File: src/rtl/edge_pkg.sv
// Shared types for the multi-channel edge detector: per-channel edge mode
// and debounce FSM state.
package edge_pkg;

    typedef enum logic [1:0] {
        EDGE_OFF  = 2'b00,
        EDGE_RISE = 2'b01,
        EDGE_FALL = 2'b10,
        EDGE_BOTH = 2'b11
    } edge_mode_t;

    typedef enum logic {
        STABLE   = 1'b0,
        CHANGING = 1'b1
    } deb_state_t;

endpackage

File: src/rtl/edge_channel.sv
// One detector channel: synchroniser, debounce FSM, edge qualification,
// sticky pending flag and saturating event counter.
module edge_channel
    import edge_pkg::*;
#(
    parameter int SYNC  = 2,
    parameter int DEB   = 1,
    parameter int CNT_W = 8
) (
    input  logic             clk,
    input  logic             rst_n,
    input  logic             sig,
    input  edge_mode_t       mode,
    input  logic             clr,
    output logic             level,
    output logic             tick,
    output logic             pending,
    output logic [CNT_W-1:0] count
);

    localparam int RUN_W = $clog2(DEB + 1);
    localparam logic [RUN_W-1:0] RUN_LAST = RUN_W'(DEB - 1);

    logic [SYNC-1:0]  sync_q;
    logic             s;
    deb_state_t       state, state_nx;
    logic [RUN_W-1:0] run, run_nx;
    logic             flip;
    logic             event_q;

    assign s = sync_q[SYNC-1];

    always_ff @(posedge clk or negedge rst_n) begin
        if (!rst_n) sync_q <= '0;
        else        sync_q <= {sync_q[SYNC-2:0], sig};
    end

    always_comb begin
        state_nx = state;
        run_nx   = run;
        flip     = 1'b0;
        case (state)
            STABLE: begin
                if (s != level) begin
                    if (DEB == 1) begin
                        flip = 1'b1;
                    end else begin
                        state_nx = CHANGING;
                        run_nx   = RUN_W'(1);
                    end
                end
            end
            CHANGING: begin
                if (s == level) begin
                    // Input fell back before the run completed: glitch rejected.
                    state_nx = STABLE;
                    run_nx   = '0;
                end else if (run == RUN_LAST) begin
                    flip     = 1'b1;
                    state_nx = STABLE;
                    run_nx   = '0;
                end else begin
                    run_nx = run + RUN_W'(1);
                end
            end
            default: begin
                state_nx = STABLE;
                run_nx   = '0;
            end
        endcase
    end

    // Flip direction equals the new level, which is s at the flip edge.
    assign event_q = flip && ((s && mode[0]) || (!s && mode[1]));

    always_ff @(posedge clk or negedge rst_n) begin
        if (!rst_n) begin
            state   <= STABLE;
            run     <= '0;
            level   <= 1'b0;
            tick    <= 1'b0;
            pending <= 1'b0;
            count   <= '0;
        end else begin
            state <= state_nx;
            run   <= run_nx;
            tick  <= event_q;
            if (flip) level <= s;
            if (event_q)  pending <= 1'b1;
            else if (clr) pending <= 1'b0;
            if (clr)                        count <= event_q ? CNT_W'(1) : '0;
            else if (event_q && count != '1) count <= count + CNT_W'(1);
        end
    end

endmodule

File: src/rtl/multi_edge_detector.sv
// Multi-channel edge detector top: slices the flat mode/count buses and
// instantiates one independent edge_channel per input.
module multi_edge_detector
    import edge_pkg::*;
#(
    parameter int CH    = 4,
    parameter int SYNC  = 2,
    parameter int DEB   = 1,
    parameter int CNT_W = 8
) (
    input  logic                clk,
    input  logic                rst_n,
    input  logic [CH-1:0]       sig,
    input  logic [2*CH-1:0]     mode,
    input  logic [CH-1:0]       clr,
    output logic [CH-1:0]       level,
    output logic [CH-1:0]       tick,
    output logic [CH-1:0]       pending,
    output logic [CH*CNT_W-1:0] count
);

    for (genvar i = 0; i < CH; i++) begin : g_ch
        edge_channel #(
            .SYNC (SYNC),
            .DEB  (DEB),
            .CNT_W(CNT_W)
        ) u_ch (
            .clk    (clk),
            .rst_n  (rst_n),
            .sig    (sig[i]),
            .mode   (edge_mode_t'(mode[2*i+1:2*i])),
            .clr    (clr[i]),
            .level  (level[i]),
            .tick   (tick[i]),
            .pending(pending[i]),
            .count  (count[CNT_W*(i+1)-1:CNT_W*i])
        );
    end

endmodule

File: config.mk
export PLATFORM = sky130hd
export DESIGN_NAME = multi_edge_detector
export DESIGN_NICKNAME = d
export VERILOG_FILES = /design/src/rtl/edge_pkg.sv /design/src/rtl/edge_channel.sv /design/src/rtl/multi_edge_detector.sv
export SDC_FILE = /design/constraint.sdc
export NUM_CORES = 1
export LEC_CHECK = 0
export ABC_AREA = 1
export BUFFER_PORTS_ARGS = -buffer_cell sky130_fd_sc_hd__buf_2
export CAP_MARGIN = 20
export CORE_ASPECT_RATIO = 1.1
export CORE_MARGIN = 8
export CORE_UTILIZATION = 50
export DETAILED_ROUTE_END_ITERATION = 10
export GPL_ROUTABILITY_DRIVEN = 0
export PLACE_DENSITY = 0.71
export SLEW_MARGIN = 0
export SYNTH_ARGS = -nofsm -noshare
export SYNTH_HDL_FRONTEND = slang
export SYNTH_HIERARCHICAL = 1
export SYNTH_SLANG_ARGS = --single-unit
File: constraint.sdc
create_clock -name clk -period 3.32 [get_ports clk]
set_clock_uncertainty 0.15 [all_clocks]
set_input_delay 0.332 -clock clk [delete_from_list [all_inputs] [get_ports clk]]
set_output_delay 0.332 -clock clk [all_outputs]
set_load 0.01 [all_outputs]
==> out/summary.txt <==
Status = completed
F_max = 663.6 MHz
Via density = 5.037
# diodes = 0
Die height = 94.23 µm
Worst rel slew slack = 49.98%
CP Class = input pin to async pin
Least-Margin Pin Slew = 0.7503 ns
Die area = 8208 µm²
Core ar. = 5360 µm²
Worst Hold Depth = 3
Worst reg-to-reg setup slack = 1.84 ns
Grt ovf = 0
Final Max Tran Viols = 0
CTS sink count = 52
Reg clk slew, reported paths = 0.09 ns
Yosys Warn Count = 6
Synth unique cells = 22
Clock Latency Late Sink = 0.31 ns
Setup TNS = 0 ns
#FFs+latches synth = 52
Detailed-route wire length per cell = 13.02 µm
Pwr/cell area = 447.3 nW/µm²
Startpoint Class = input pin
Initial DRC Count = 139
Hold/Removal Path Class = input pin to register
Post-synth ARST share = 100.0%
Via Count = 2448
Layout cell share with drive strength beyond 1 = 27.74%
Post-Synthesis Cells = 344
Total CTS buffers = 5
Endpoints failing setup = 0
Hold Path Sink = g_ch[2].u_ch/pending
Initial DRT Pass Iterations = 4
Fill cells = 487
Initial core utilization = 51.89%
Area Growth Syn to Fin = 20.60%
Nets = 432
Row Count = 28
H-tree Lvls = 2
Min-delay src = mode[4]
CP max stage delay = 0.60 ns
Drt drc = 0
Initial antenna violation count = 0
Register area share after synthesis = 46.78%
Post-synth EDFFs = 0
Final WL = 6329 µm
Mapped cell area = 2781 µm²
Unrepaired setup endpoints after global routing = no
Final hold viol count = 0
Final instance area = 3354 µm²
Crit. End Element = async pin
Syn_nets = 366
Fin util = 62.58%
Die width = 87.12 µm
Max Cap Viol = 0
VDD IR max = 0.0003690 V
Final Cycle Share = 45.39%
DRT antenna net count = 0
First-pass GRT wire length = 11050 µm
Post_cts resized = 0
HPWL after detailed placement = 4700 µm
Critical path required time = 3.67 ns
Root buf cell = clkbuf_8
Post-DP Area = 3146 µm²
Worst path arrival time = 1.85 ns
Leak Pwr = 1.785 nW
Reg2reg end = g_ch[1].u_ch/count[7]
I/O Buffers = 61
Tmin final = 1.507 ns
Top delay family on crit path = buffers and inverters
Longest Clk Path Bufs = 2
GRT Overall Usage = 16.47%
Slowest cell on crit path = buf_2
RR Startpoint = g_ch[1].u_ch/count[0]
Mean post-synth cell area = 8.086 µm²
CP bufs+invs = 3
PnR Total Power = 1.500 mW
CP cell instances = dlygate4sd3_1 > buf_2 > buf_4
R2R depth = 9
Pin count of the biggest net entering global routing = 36
Worst Path Max Fanout = 35
Top FF cell, synth = dfrtp_1
CTS tree = yes
Vias in the first global route = 2498
I/O pins = 62
-- synth_stat cells, types with 5 or more instances --
cell | n | area [µm²]
nand2_1 | 84 | 315.3
nand3_1 | 62 | 310.3
dfrtp_1 | 52 | 1301
inv_1 | 38 | 142.6
nor2_1 | 16 | 60.06
nand2_2 | 11 | 68.82
a21oi_1 | 8 | 40.04
nand2_4 | 8 | 90.09
nor2_2 | 8 | 50.05
nor3_1 | 8 | 40.04
o21ai_0 | 8 | 40.04
o21bai_1 | 8 | 60.06
nand3_2 | 6 | 60.06
inv_2 | 5 | 18.77
-- metal layers --
layer | track usage [%] | vias to the layer above | routed length, µm
met5 | 0 | - | 0
met4 | 6.026 | 0 | 85
met3 | 4.199 | 8 | 381
met2 | 27.52 | 65 | 3084
met1 | 19.95 | 1140 | 2778
li1 | - | 1235 | -
-- report_power, final --
| group | total [mW] | internal, mW | switching, mW | leakage, nW |
|---|---|---|---|---|
| Sequential | 0.715 | 0.672 | 0.0421 | 0.671 |
| Clock | 0.581 | 0.377 | 0.204 | 0.0784 |
| Combinational | 0.205 | 0.0778 | 0.127 | 1.04 |
-- worst max-delay path by stage --
stage / to / from / slack, ns / cells after the start
after floorplan: g_ch[0].u_ch/count[7] / g_ch[0].u_ch/count[0] / 1.91 / 9
after global routing: g_ch[1].u_ch/count[1] / rst_n / 1.59 / 3
after CTS: g_ch[1].u_ch/count[1] / rst_n / 1.74 / 3
after detailed placement: g_ch[1].u_ch/count[7] / g_ch[1].u_ch/count[0] / 1.86 / 9
after global placement: g_ch[1].u_ch/count[7] / g_ch[1].u_ch/count[0] / 1.87 / 9
final: g_ch[1].u_ch/tick / rst_n / 1.81 / 3
-- cell families (layout without fill, tap and decap cells) --
| group | count (synthesis) | in the layout | share of synthesized area (%) |
|---|---|---|---|
| AND/OR/NAND/NOR | 208 | 208 | 37.56 |
| adder cells (fa/ha/maj) | 4 | 4 | 1.799 |
| buffers and inverters | 52 | 119 | 7.557 |
| flip-flops | 52 | 52 | 46.78 |
| AO/OA/AOI/OAI | 28 | 28 | 6.298 |
-- cell type report --
type	instances	area, µm²	share of cell area [%]
well taps	75	93.84	2.797
multi-input cells	240	1270	37.86
repair buffers	67	362.8	10.82
clock buffers	5	68.82	2.051
clock inverters	3	90.09	2.686
flip-flops and latches	52	1301	38.79
inverters	44	167.7	4.998
-- registers in the layout, indices dropped and copies added (netlist names) --
name / count
g_ch.u_ch/pending: 4
g_ch.u_ch/count: 32
g_ch.u_ch/tick: 4
g_ch.u_ch/sync_q: 8
g_ch.u_ch/level: 4
-- tightest hold or removal path, cell delays in order --
cell and delay [ns]:
buf_2 0.08, nand3_1 0.10, nand3_1 0.08
-- through the flow --
| step | setup WS [ns] | std cells | hold slack (ns) |
|---|---|---|---|
| 6_report | 1.813 | 486 | 0.1702 |
| 5_1_grt | 1.587 | 486 | 0.1781 |
| 4_1_cts | 1.744 | 486 | 0.1542 |
| 3_5_place_dp | 1.858 | 473 | 0.1847 |
| 3_3_place_gp | 1.871 | 473 | 0.1827 |
| 2_1_floorplan | 1.913 | 344 | -0.1136 |
-- cells in the final DEF (no fill, tap or decap), drive strengths merged --
cell           n
nand2        104
nand3         68
buf           62
dfrtp         52
inv           44
nor2          24
a21oi         12
o21ai          8
o21bai         8
nor3           8
clkbuf         5
dlygate4sd3    5
nand3b         4
ha             4
bufinv         3
-- timing repair --
item                                   in CTS  in global routing
setup buffers                               0                  0
hold buffers                                5                  0
endpoints found under the hold margin      38                  0
No activity file was read; power rests on OpenSTA's default activity.
